[config.mk]
export PLATFORM = sky130hd
export DESIGN_NAME = multicycle_ctrl
export DESIGN_NICKNAME = d
export VERILOG_FILES = /design/src/rtl/multicycle_ctrl.sv
export SDC_FILE = /design/constraint.sdc
export NUM_CORES = 1
export LEC_CHECK = 0
export ABC_AREA = 0
export CAP_MARGIN = 10
export CORE_MARGIN = 1
export CORE_UTILIZATION = 35
export CTS_BUF_LIST = sky130_fd_sc_hd__clkbuf_4 sky130_fd_sc_hd__clkbuf_8
export DETAILED_ROUTE_END_ITERATION = 16
export PLACE_DENSITY = 0.87
export SYNTH_ARGS = -nofsm -noshare
export SYNTH_HDL_FRONTEND = slang
export SYNTH_SLANG_ARGS = --single-unit
[constraint.sdc]
create_clock -name clk -period 2.81 [get_ports clk]
set_input_delay 0.281 -clock clk [delete_from_list [all_inputs] [get_ports clk]]
set_output_delay 0.281 -clock clk [all_outputs]
set_load 0.005 [all_outputs]
[src/rtl/multicycle_ctrl.sv]
// Multi-cycle RV32I sequencer: FETCH/DECODE/EXEC/MEM/WB over one shared req/ack memory port.
// Define MC_PERF_CNT_EN to build the cycle and retired-instruction counters; otherwise both ports read 0.
module multicycle_ctrl #(
    parameter int CNT_W = 32
) (
    input  logic             clk,
    input  logic             rstn,
    input  logic [6:0]       opcode,
    input  logic             branch_taken,
    input  logic             mem_ack,
    output logic             mem_req,
    output logic             mem_we,
    output logic             addr_sel,
    output logic             ir_we,
    output logic             mdr_we,
    output logic             pc_we,
    output logic [2:0]       pc_sel,
    output logic             reg_write,
    output logic [2:0]       reg_sel,
    output logic             alu_src,
    output logic             illegal,
    output logic [2:0]       state,
    output logic [CNT_W-1:0] cycle_cnt,
    output logic [CNT_W-1:0] instret_cnt
);
    // state  | meaning
    // IDLE   | post-reset, one cycle before the first fetch
    // FETCH  | instruction read at PC, IR loads on ack
    // DECODE | opcode legality check
    // EXEC   | ALU operation; branches retire here
    // MEM    | data access at ALU result; stores retire on ack
    // WB     | register writeback and PC update
    // TRAP   | illegal opcode, held until reset
    localparam logic [2:0] S_IDLE   = 3'd0;
    localparam logic [2:0] S_FETCH  = 3'd1;
    localparam logic [2:0] S_DECODE = 3'd2;
    localparam logic [2:0] S_EXEC   = 3'd3;
    localparam logic [2:0] S_MEM    = 3'd4;
    localparam logic [2:0] S_WB     = 3'd5;
    localparam logic [2:0] S_TRAP   = 3'd7;

    localparam logic [2:0] PC_ALU = 3'b000;
    localparam logic [2:0] PC_P4  = 3'b010;
    localparam logic [2:0] PC_IMM = 3'b011;

    logic [2:0] r_state;
    logic [2:0] w_state_nxt;
    logic w_is_r, w_is_i, w_is_load, w_is_store, w_is_br;
    logic w_is_jal, w_is_jalr, w_is_lui, w_is_auipc;
    logic w_legal, w_imm;

    assign w_is_r     = (opcode == 7'b0110011);
    assign w_is_i     = (opcode == 7'b0010011);
    assign w_is_load  = (opcode == 7'b0000011);
    assign w_is_store = (opcode == 7'b0100011);
    assign w_is_br    = (opcode == 7'b1100011);
    assign w_is_jal   = (opcode == 7'b1101111);
    assign w_is_jalr  = (opcode == 7'b1100111);
    assign w_is_lui   = (opcode == 7'b0110111);
    assign w_is_auipc = (opcode == 7'b0010111);
    assign w_legal    = w_is_r | w_is_i | w_is_load | w_is_store | w_is_br |
                        w_is_jal | w_is_jalr | w_is_lui | w_is_auipc;
    assign w_imm      = w_is_i | w_is_load | w_is_store | w_is_jalr;

    always_ff @(posedge clk or negedge rstn) begin
        if (!rstn) r_state <= S_IDLE;
        else       r_state <= w_state_nxt;
    end

    always_comb begin
        w_state_nxt = S_IDLE;
        case (r_state)
            S_IDLE:   w_state_nxt = S_FETCH;
            S_FETCH:  w_state_nxt = mem_ack ? S_DECODE : S_FETCH;
            S_DECODE: w_state_nxt = w_legal ? S_EXEC : S_TRAP;
            S_EXEC: begin
                if (w_is_br)                       w_state_nxt = S_FETCH;
                else if (w_is_load || w_is_store)  w_state_nxt = S_MEM;
                else                               w_state_nxt = S_WB;
            end
            S_MEM: begin
                if (!mem_ack)        w_state_nxt = S_MEM;
                else if (w_is_store) w_state_nxt = S_FETCH;
                else                 w_state_nxt = S_WB;
            end
            S_WB:     w_state_nxt = S_FETCH;
            S_TRAP:   w_state_nxt = S_TRAP;
            default:  w_state_nxt = S_IDLE;
        endcase
    end

    always_comb begin
        mem_req   = 1'b0;
        mem_we    = 1'b0;
        addr_sel  = 1'b0;
        ir_we     = 1'b0;
        mdr_we    = 1'b0;
        pc_we     = 1'b0;
        pc_sel    = PC_ALU;
        reg_write = 1'b0;
        reg_sel   = 3'b000;
        alu_src   = 1'b0;
        case (r_state)
            S_FETCH: begin
                mem_req = 1'b1;
                ir_we   = mem_ack;
            end
            S_EXEC: begin
                alu_src = w_imm;
                if (w_is_br) begin
                    pc_we  = 1'b1;
                    pc_sel = branch_taken ? PC_IMM : PC_P4;
                end
            end
            S_MEM: begin
                mem_req  = 1'b1;
                addr_sel = 1'b1;
                alu_src  = 1'b1;
                mem_we   = w_is_store;
                if (mem_ack) begin
                    mdr_we = w_is_load;
                    if (w_is_store) begin
                        pc_we  = 1'b1;
                        pc_sel = PC_P4;
                    end
                end
            end
            S_WB: begin
                reg_write = 1'b1;
                pc_we     = 1'b1;
                alu_src   = w_imm;
                if (w_is_load)                  reg_sel = 3'b001;
                else if (w_is_jal || w_is_jalr) reg_sel = 3'b010;
                else if (w_is_auipc)            reg_sel = 3'b011;
                else if (w_is_lui)              reg_sel = 3'b100;
                if (w_is_jal)       pc_sel = PC_IMM;
                else if (w_is_jalr) pc_sel = PC_ALU;
                else                pc_sel = PC_P4;
            end
            default: ;
        endcase
    end

    assign illegal = (r_state == S_TRAP);
    assign state   = r_state;

`ifdef MC_PERF_CNT_EN
    localparam logic [CNT_W-1:0] CNT_ONE = 1;
    logic [CNT_W-1:0] r_cycle_cnt;
    logic [CNT_W-1:0] r_instret_cnt;

    // TRAP freezes both counters so the values at the fault stay readable.
    always_ff @(posedge clk or negedge rstn) begin
        if (!rstn) begin
            r_cycle_cnt   <= '0;
            r_instret_cnt <= '0;
        end else if (r_state != S_TRAP) begin
            r_cycle_cnt <= r_cycle_cnt + CNT_ONE;
            if (pc_we) r_instret_cnt <= r_instret_cnt + CNT_ONE;
        end
    end

    assign cycle_cnt   = r_cycle_cnt;
    assign instret_cnt = r_instret_cnt;
`else
    assign cycle_cnt   = '0;
    assign instret_cnt = '0;
`endif

endmodule
==> run_results.csv, run 1 <==
group,metric,value,unit
setup_path,path_cells,"clkdlybuf4s50_1, or2_1, a21oi_1, nor3_1, a211oi_1, clkdlybuf4s50_1",
routing,wl,1760,µm
logic_synthesis,synth-compound-area-share,10.4,%
setup_path,rr_worst_depth,4,
clocking,h-tree-depth,1,
logic_synthesis,avgSynthCellArea,7.50,µm²
logic_synthesis,synthSimpleGateAreaFrac,29.1,%
logic_synthesis,synth_xor_area_share,0.853,%
logic_synthesis,synth_largest_area_cell,"buf_4",
clocking,post_cts_resize_count,0,
logic_synthesis,synth_top_family_by_area,"buffers and inverters",
sta,post-route-period-util,88.5,%
floorplan,rows,19,
finish,diodes,0,
setup_path,endpoint,"alu_src",
clocking,hold_buffers,0,
finish,area_growth,5.85,%
power_and_ir_drop,leakagePower,0.526,nW
setup_path,cp-start-kind,"input port",
grt,grt_pass1_wl,2770,µm
placement,place_congestion,0.801,
clocking,post_cts_buffers,0,
routing,dr.pass1.iters,4,
grt,antenna_found_initial,0,
setup_path,startpoint,"opcode[2]",
sta,setup_viol_count_final,0,
sta,finalCriticalPeriod,2.49,ns
placement,io_buffers,27,
sta,rsz0062_at_grt,"no",
clocking,insertion_delay,0.22,ns
routing,dr.first_iter.drc_count,10,
setup_path,slowest_stage,"clkdlybuf4s50_1",
run_status,status,"finished clean",
sta,drv_slew,0,
clocking,path_clk_slew,0.03,ns
setup_path,reg2reg_to,"state[2]",
power_and_ir_drop,irDropWorstVdd,0.399,mV
sta,fmaxAchievable,0.402,GHz
logic_synthesis,yosysWarnings,0,
routing,ant_nets,0,
logic_synthesis,yosysTopAreaCellShare,48.2,%
logic_synthesis,synth_area_leaders,"buf_4 48%, dfrtp_1 7.3%, buf_6 2.2%",
logic_synthesis,synth_adder_area_share,0,%
routing,vias,809,
logic_synthesis,synth_seq_cells,3,
sta,clock_skew,0.000231,ns
grt,grt_use_total,10.6,%
finish,largest_reg_flops,3,
placement,dp.cells,190,
power_and_ir_drop,power_density,546,nW/µm²
flow_run,cap_violations,0,
logic_synthesis,ys_seq_area_share,7.31,%
logic_synthesis,synth_area,1030,µm²
finish,final_cells,194,
floorplan,die_x,56.2,µm
grt,grt-ovfl-total,0,
clocking,cts_tree,"yes",
floorplan,die_h,56.2,µm
worst_hold_path,hp-class,"input port to async pin",
placement,hpwl,1460,µm
floorplan,core-area,2760,µm²
setup_path,cp_max_fo,14,
grt,grt_max_degree,15,
clocking,clockBufferDepth,2,
finish,utilization,39.4,%
clocking,clock-root-buffer,"clkbuf_4",
floorplan,start_util,37.3,%
logic_synthesis,synth_cell_types,38,
setup_path,worst_ep_required_time,2.53,ns
finish,drive_above_1_share,9.20,%
setup_path,cpPeakStageDelay,0.63,ns
grt,grt_pass1_vias,620,
sta,final.setup.tns,0,ns
sta,finalHoldViolations,0,
setup_path,path_common_cell,"clkdlybuf4s50_1",
setup_path,arrival,2.20,ns
clocking,cts_buffers,3,
setup_path,crit_path_end_kind,"output port",
clocking,clock-sinks,3,
floorplan,ioPinCount,93,
setup_path,timing.rr.start,"state[2]",
setup_path,crit_type,"input port to output port",
routing,drc_errors,0,
finish,nNetsFinal,175,
floorplan,dieArea,3160,µm²
routing,wl_per_cell,9.09,µm
logic_synthesis,muxShareOfSynthArea,0,%
setup_path,r2r_slack,1.39,ns
logic_synthesis,netlist_instances,137,
routing,routed_via_density,4.17,
==> metrics by stage <==
step           hold WS, ns  setup slack [ns]  instance area, µm²  power [mW]
2_1_floorplan      -0.0146              1.33                1270       0.387
3_3_place_gp         0.468             0.362                1060       0.503
3_5_place_dp         0.475             0.328                1060       0.514
4_1_cts              0.240             0.333                1090       0.600
5_1_grt              0.243             0.201                1090       0.651
6_report             0.241             0.324                1090       0.594
==> synth_stat cells (all sizes together) <==
cell type,count
o2111a,1
o221ai,1
o22a,1
a211oi,2
a2bb2oi,1
and2,4
dfrtp,3
a21oi,4
conb,1
inv,2
nor2,4
a31oi,2
nand4,3
nand2,5
nand2b,3
or4,1
nand3,4
and3,2
nor4b,2
and3b,2
nor2b,4
nand3b,2
or2,1
o31ai,2
nor4,3
nor3,4
and2b,2
xor2,1
buf,70
==> logic make-up (layout without fill, tap and decap cells) <==
family / Yosys count / in the layout
xor+xnor: 1 / 1
other cells: 1 / 65
buf+inv: 72 / 34
compound gates: 14 / 14
flops: 3 / 3
simple gates: 46 / 46
==> worst max-delay path: cells and delay by family <==
family	cells	cell delay, ns
buffers and inverters	2	1.18
AO/OA/AOI/OAI	2	0.35
AND/OR/NAND/NOR	2	0.39
==> placed cells by master (no fill, tap or decap), types with 2 or more instances in the layout <==
cell type / count
and3_1: 2
clkbuf_4: 4
inv_1: 2
conb_1: 65
a21oi_1: 4
nand2_1: 5
nor3_1: 3
nor4_1: 3
clkdlybuf4s50_1: 27
nand4_1: 3
o31ai_1: 2
and2_2: 2
and2_1: 2
nand3_1: 4
nor2b_1: 3
nor4b_1: 2
a31oi_1: 2
nand3b_1: 2
nor2_1: 4
a211oi_1: 2
nand2b_1: 2
dfrtp_1: 3
==> layer usage <==
layer | wire (µm) | global-route usage (%)
met3 | 178 | 2.56
met2 | 863 | 18.4
met1 | 722 | 13.4
met5 | 0 | 0
met4 | 0 | 2.09
==> layout make-up <==
cell class	count	area, µm²
clock buffers	4	30.0
fillers	295	1670
inverters	2	7.51
multi-input cells	126	658
flip-flops and latches	3	75.1
well taps	31	38.8
repair buffers	28	278
==> how the worst min path moves through the flow <==
stage | end | slack [ns] | cells after the start | start
detailed placement | state[2] | 0.47 | 1 | rstn
global route | state[2] | 0.24 | 1 | rstn
floorplan | state[0] | -0.01 | 0 | rstn
CTS | state[1] | 0.24 | 1 | rstn
global placement | state[0] | 0.47 | 1 | rstn
finish | state[1] | 0.24 | 1 | rstn
==> where the power goes <==
part           internal [mW]  switching, mW  leakage [nW]
clock network         0.0625         0.0180        0.0184
registers             0.0652         0.0546        0.0334
logic                  0.229          0.165         0.474
No activity file was read; power rests on OpenSTA's default activity.
==> run 2: changes to the inputs <==
--- a/config.mk
+++ b/config.mk
@@ -7,7 +7,7 @@
 export LEC_CHECK = 0
 export ABC_AREA = 0
 export CAP_MARGIN = 10
-export CORE_MARGIN = 1
+export CORE_MARGIN = 2
 export CORE_UTILIZATION = 35
 export CTS_BUF_LIST = sky130_fd_sc_hd__clkbuf_4 sky130_fd_sc_hd__clkbuf_8
 export DETAILED_ROUTE_END_ITERATION = 16
==> run 2 against run 1 <==
Compared with the run above: combinational power barely moved; routed wire length rose by 1.5%; via count fell by 2.2%; sequential power barely moved; critical path type unchanged; critical endpoint unchanged; largest cell class unchanged; largest power group unchanged; highest routed layer unchanged.
==> run_results.csv, run 2 (same netlist as run 1, synthesis figures left out) <==
group,metric,value,unit
run_status,status,"finished clean",
clocking,clockBufferDepth,2,
setup_path,r2r_slack,1.39,ns
floorplan,rows,19,
clocking,post_cts_resize_count,0,
finish,multi_input_area,658,µm²
finish,final_common_cell,"conb_1",
grt,grt_use_total,10.3,%
placement,hpwl,1500,µm
sta,setup_viol_count_final,0,
sta,fmaxAchievable,0.409,GHz
sta,drv_slew,0,
grt,grt_max_degree,15,
clocking,cts_tree,"yes",
finish,final_cells,194,
finish,nNetsFinal,175,
clocking,post_cts_buffers,0,
floorplan,die_h,58.2,µm
clocking,clock-sinks,3,
grt,grt-ovfl-total,0,
placement,place_congestion,0.849,
finish,seq_area,75.1,µm²
setup_path,cp-start-kind,"input port",
clocking,hold_buffers,0,
power_and_ir_drop,power_density,549,nW/µm²
routing,ant_nets,0,
sta,clock_skew,0.00158,ns
sta,finalHoldViolations,0,
power_and_ir_drop,internal_power,0.357,mW
flow_run,cap_violations,0,
power_and_ir_drop,power_frac_seq,20.5,%
power_and_ir_drop,netSwitchingFraction,40.2,%
power_and_ir_drop,leakagePower,0.526,nW
finish,design_area,1090,µm²
sta,rsz0062_at_grt,"no",
sta,post-route-period-util,87.0,%
routing,wl,1790,µm
setup_path,rr_worst_depth,4,
power_and_ir_drop,p_comb_share,65.7,%
setup_path,crit_path_end_kind,"output port",
floorplan,ioPinCount,93,
routing,wl_per_cell,9.23,µm
grt,antenna_found_initial,0,
grt,grt_pass1_wl,2790,µm
routing,routed_via_density,4.08,
placement,dpl_cell_area,1060,µm²
finish,diodes,0,
floorplan,start_util,36.9,%
grt,grt_pass1_vias,628,
setup_path,reg2reg_to,"state[2]",
placement,pre_cts_ws,0.373,ns
clocking,insertion_delay,0.23,ns
placement,io_buffers,27,
sta,setup_slack,0.367,ns
setup_path,arrival,2.16,ns
routing,dr.first_iter.drc_count,17,
sta,finalCriticalPeriod,2.44,ns
power_and_ir_drop,power.clock.fraction,13.9,%
routing,vias,791,
setup_path,cp_max_fo,14,
power_and_ir_drop,p_sw,0.240,mW
setup_path,worst_ep_required_time,2.53,ns
placement,dp.cells,190,
routing,drc_errors,0,
clocking,h-tree-depth,1,
floorplan,dieArea,3380,µm²
finish,area_growth,5.85,%
clocking,cts_buffers,3,
setup_path,timing.rr.start,"state[2]",
clocking,clock-root-buffer,"clkbuf_4",
finish,largest_reg_flops,3,
routing,dr.pass1.iters,4,
clocking,path_clk_slew,0.04,ns
setup_path,crit_type,"input port to output port",
sta,final.setup.tns,0,ns
finish,num-fill-cells,297,
worst_hold_path,hp-class,"input port to async pin",
finish,drive_above_1_share,9.20,%
sta,whs,0.236,ns
power_and_ir_drop,irDropWorstVdd,0.410,mV
floorplan,die_x,58.2,µm
floorplan,core-area,2780,µm²
finish,most-common-layout-cells,"65 x conb_1, 27 x clkdlybuf4s50_1, 5 x nand2_1",
run 2: cell counts in the layout (fill, tap and decap cells not counted):
No cell type changed its count.
run 2: final cells by class:
cell class	instances	share of cell area [%]
inverters	2	0.690
flip-flops and latches	3	6.90
multi-input cells	126	60.5
repair buffers	28	25.5
clock buffers	4	2.76
well taps	31	3.57
run 2: worst max path at each step:
| stage | cells after the start | startpoint | endpoint | slack, ns |
|---|---|---|---|---|
| final | 6 | opcode[2] | alu_src | 0.37 |
| after global routing | 5 | state[2] | reg_sel[0] | 0.18 |
| after floorplan | 4 | state[2] | reg_sel[0] | 1.33 |
| after CTS | 6 | opcode[2] | alu_src | 0.37 |
| after global placement | 6 | opcode[2] | alu_src | 0.40 |
| after detailed placement | 6 | opcode[2] | alu_src | 0.37 |
run 2: per-stage QoR:
step	power [mW]	util, %
global placement	0.506	38.0
floorplan	0.387	-
detailed placement	0.514	38.0
CTS	0.602	39.1
global route	0.651	39.1
finish	0.597	39.1
run 2: critical path, cell delays in order:
cell             delay, ns
clkdlybuf4s50_1       0.64
or2_1                 0.32
a21oi_1               0.14
nor3_1                0.07
a211oi_1              0.17
clkdlybuf4s50_1       0.54
run 2: metal layers:
layer,vias up,part of all wire [%],global-route usage [%]
met5,-,0,0
met4,0,0,2.99
met3,0,11,3.13
met2,53,49,17.5
met1,350,39,12.4
li1,388,-,-
run 2: power groups by stage:
stage | logic [mW] | registers [mW] | clock network (mW)
after floorplan | 0.287 | 0.100 | 0
after detailed placement | 0.390 | 0.123 | 0
after global placement | 0.386 | 0.120 | 0
final | 0.392 | 0.122 | 0.0828
after CTS | 0.392 | 0.123 | 0.0866
after global routing | 0.432 | 0.133 | 0.0865
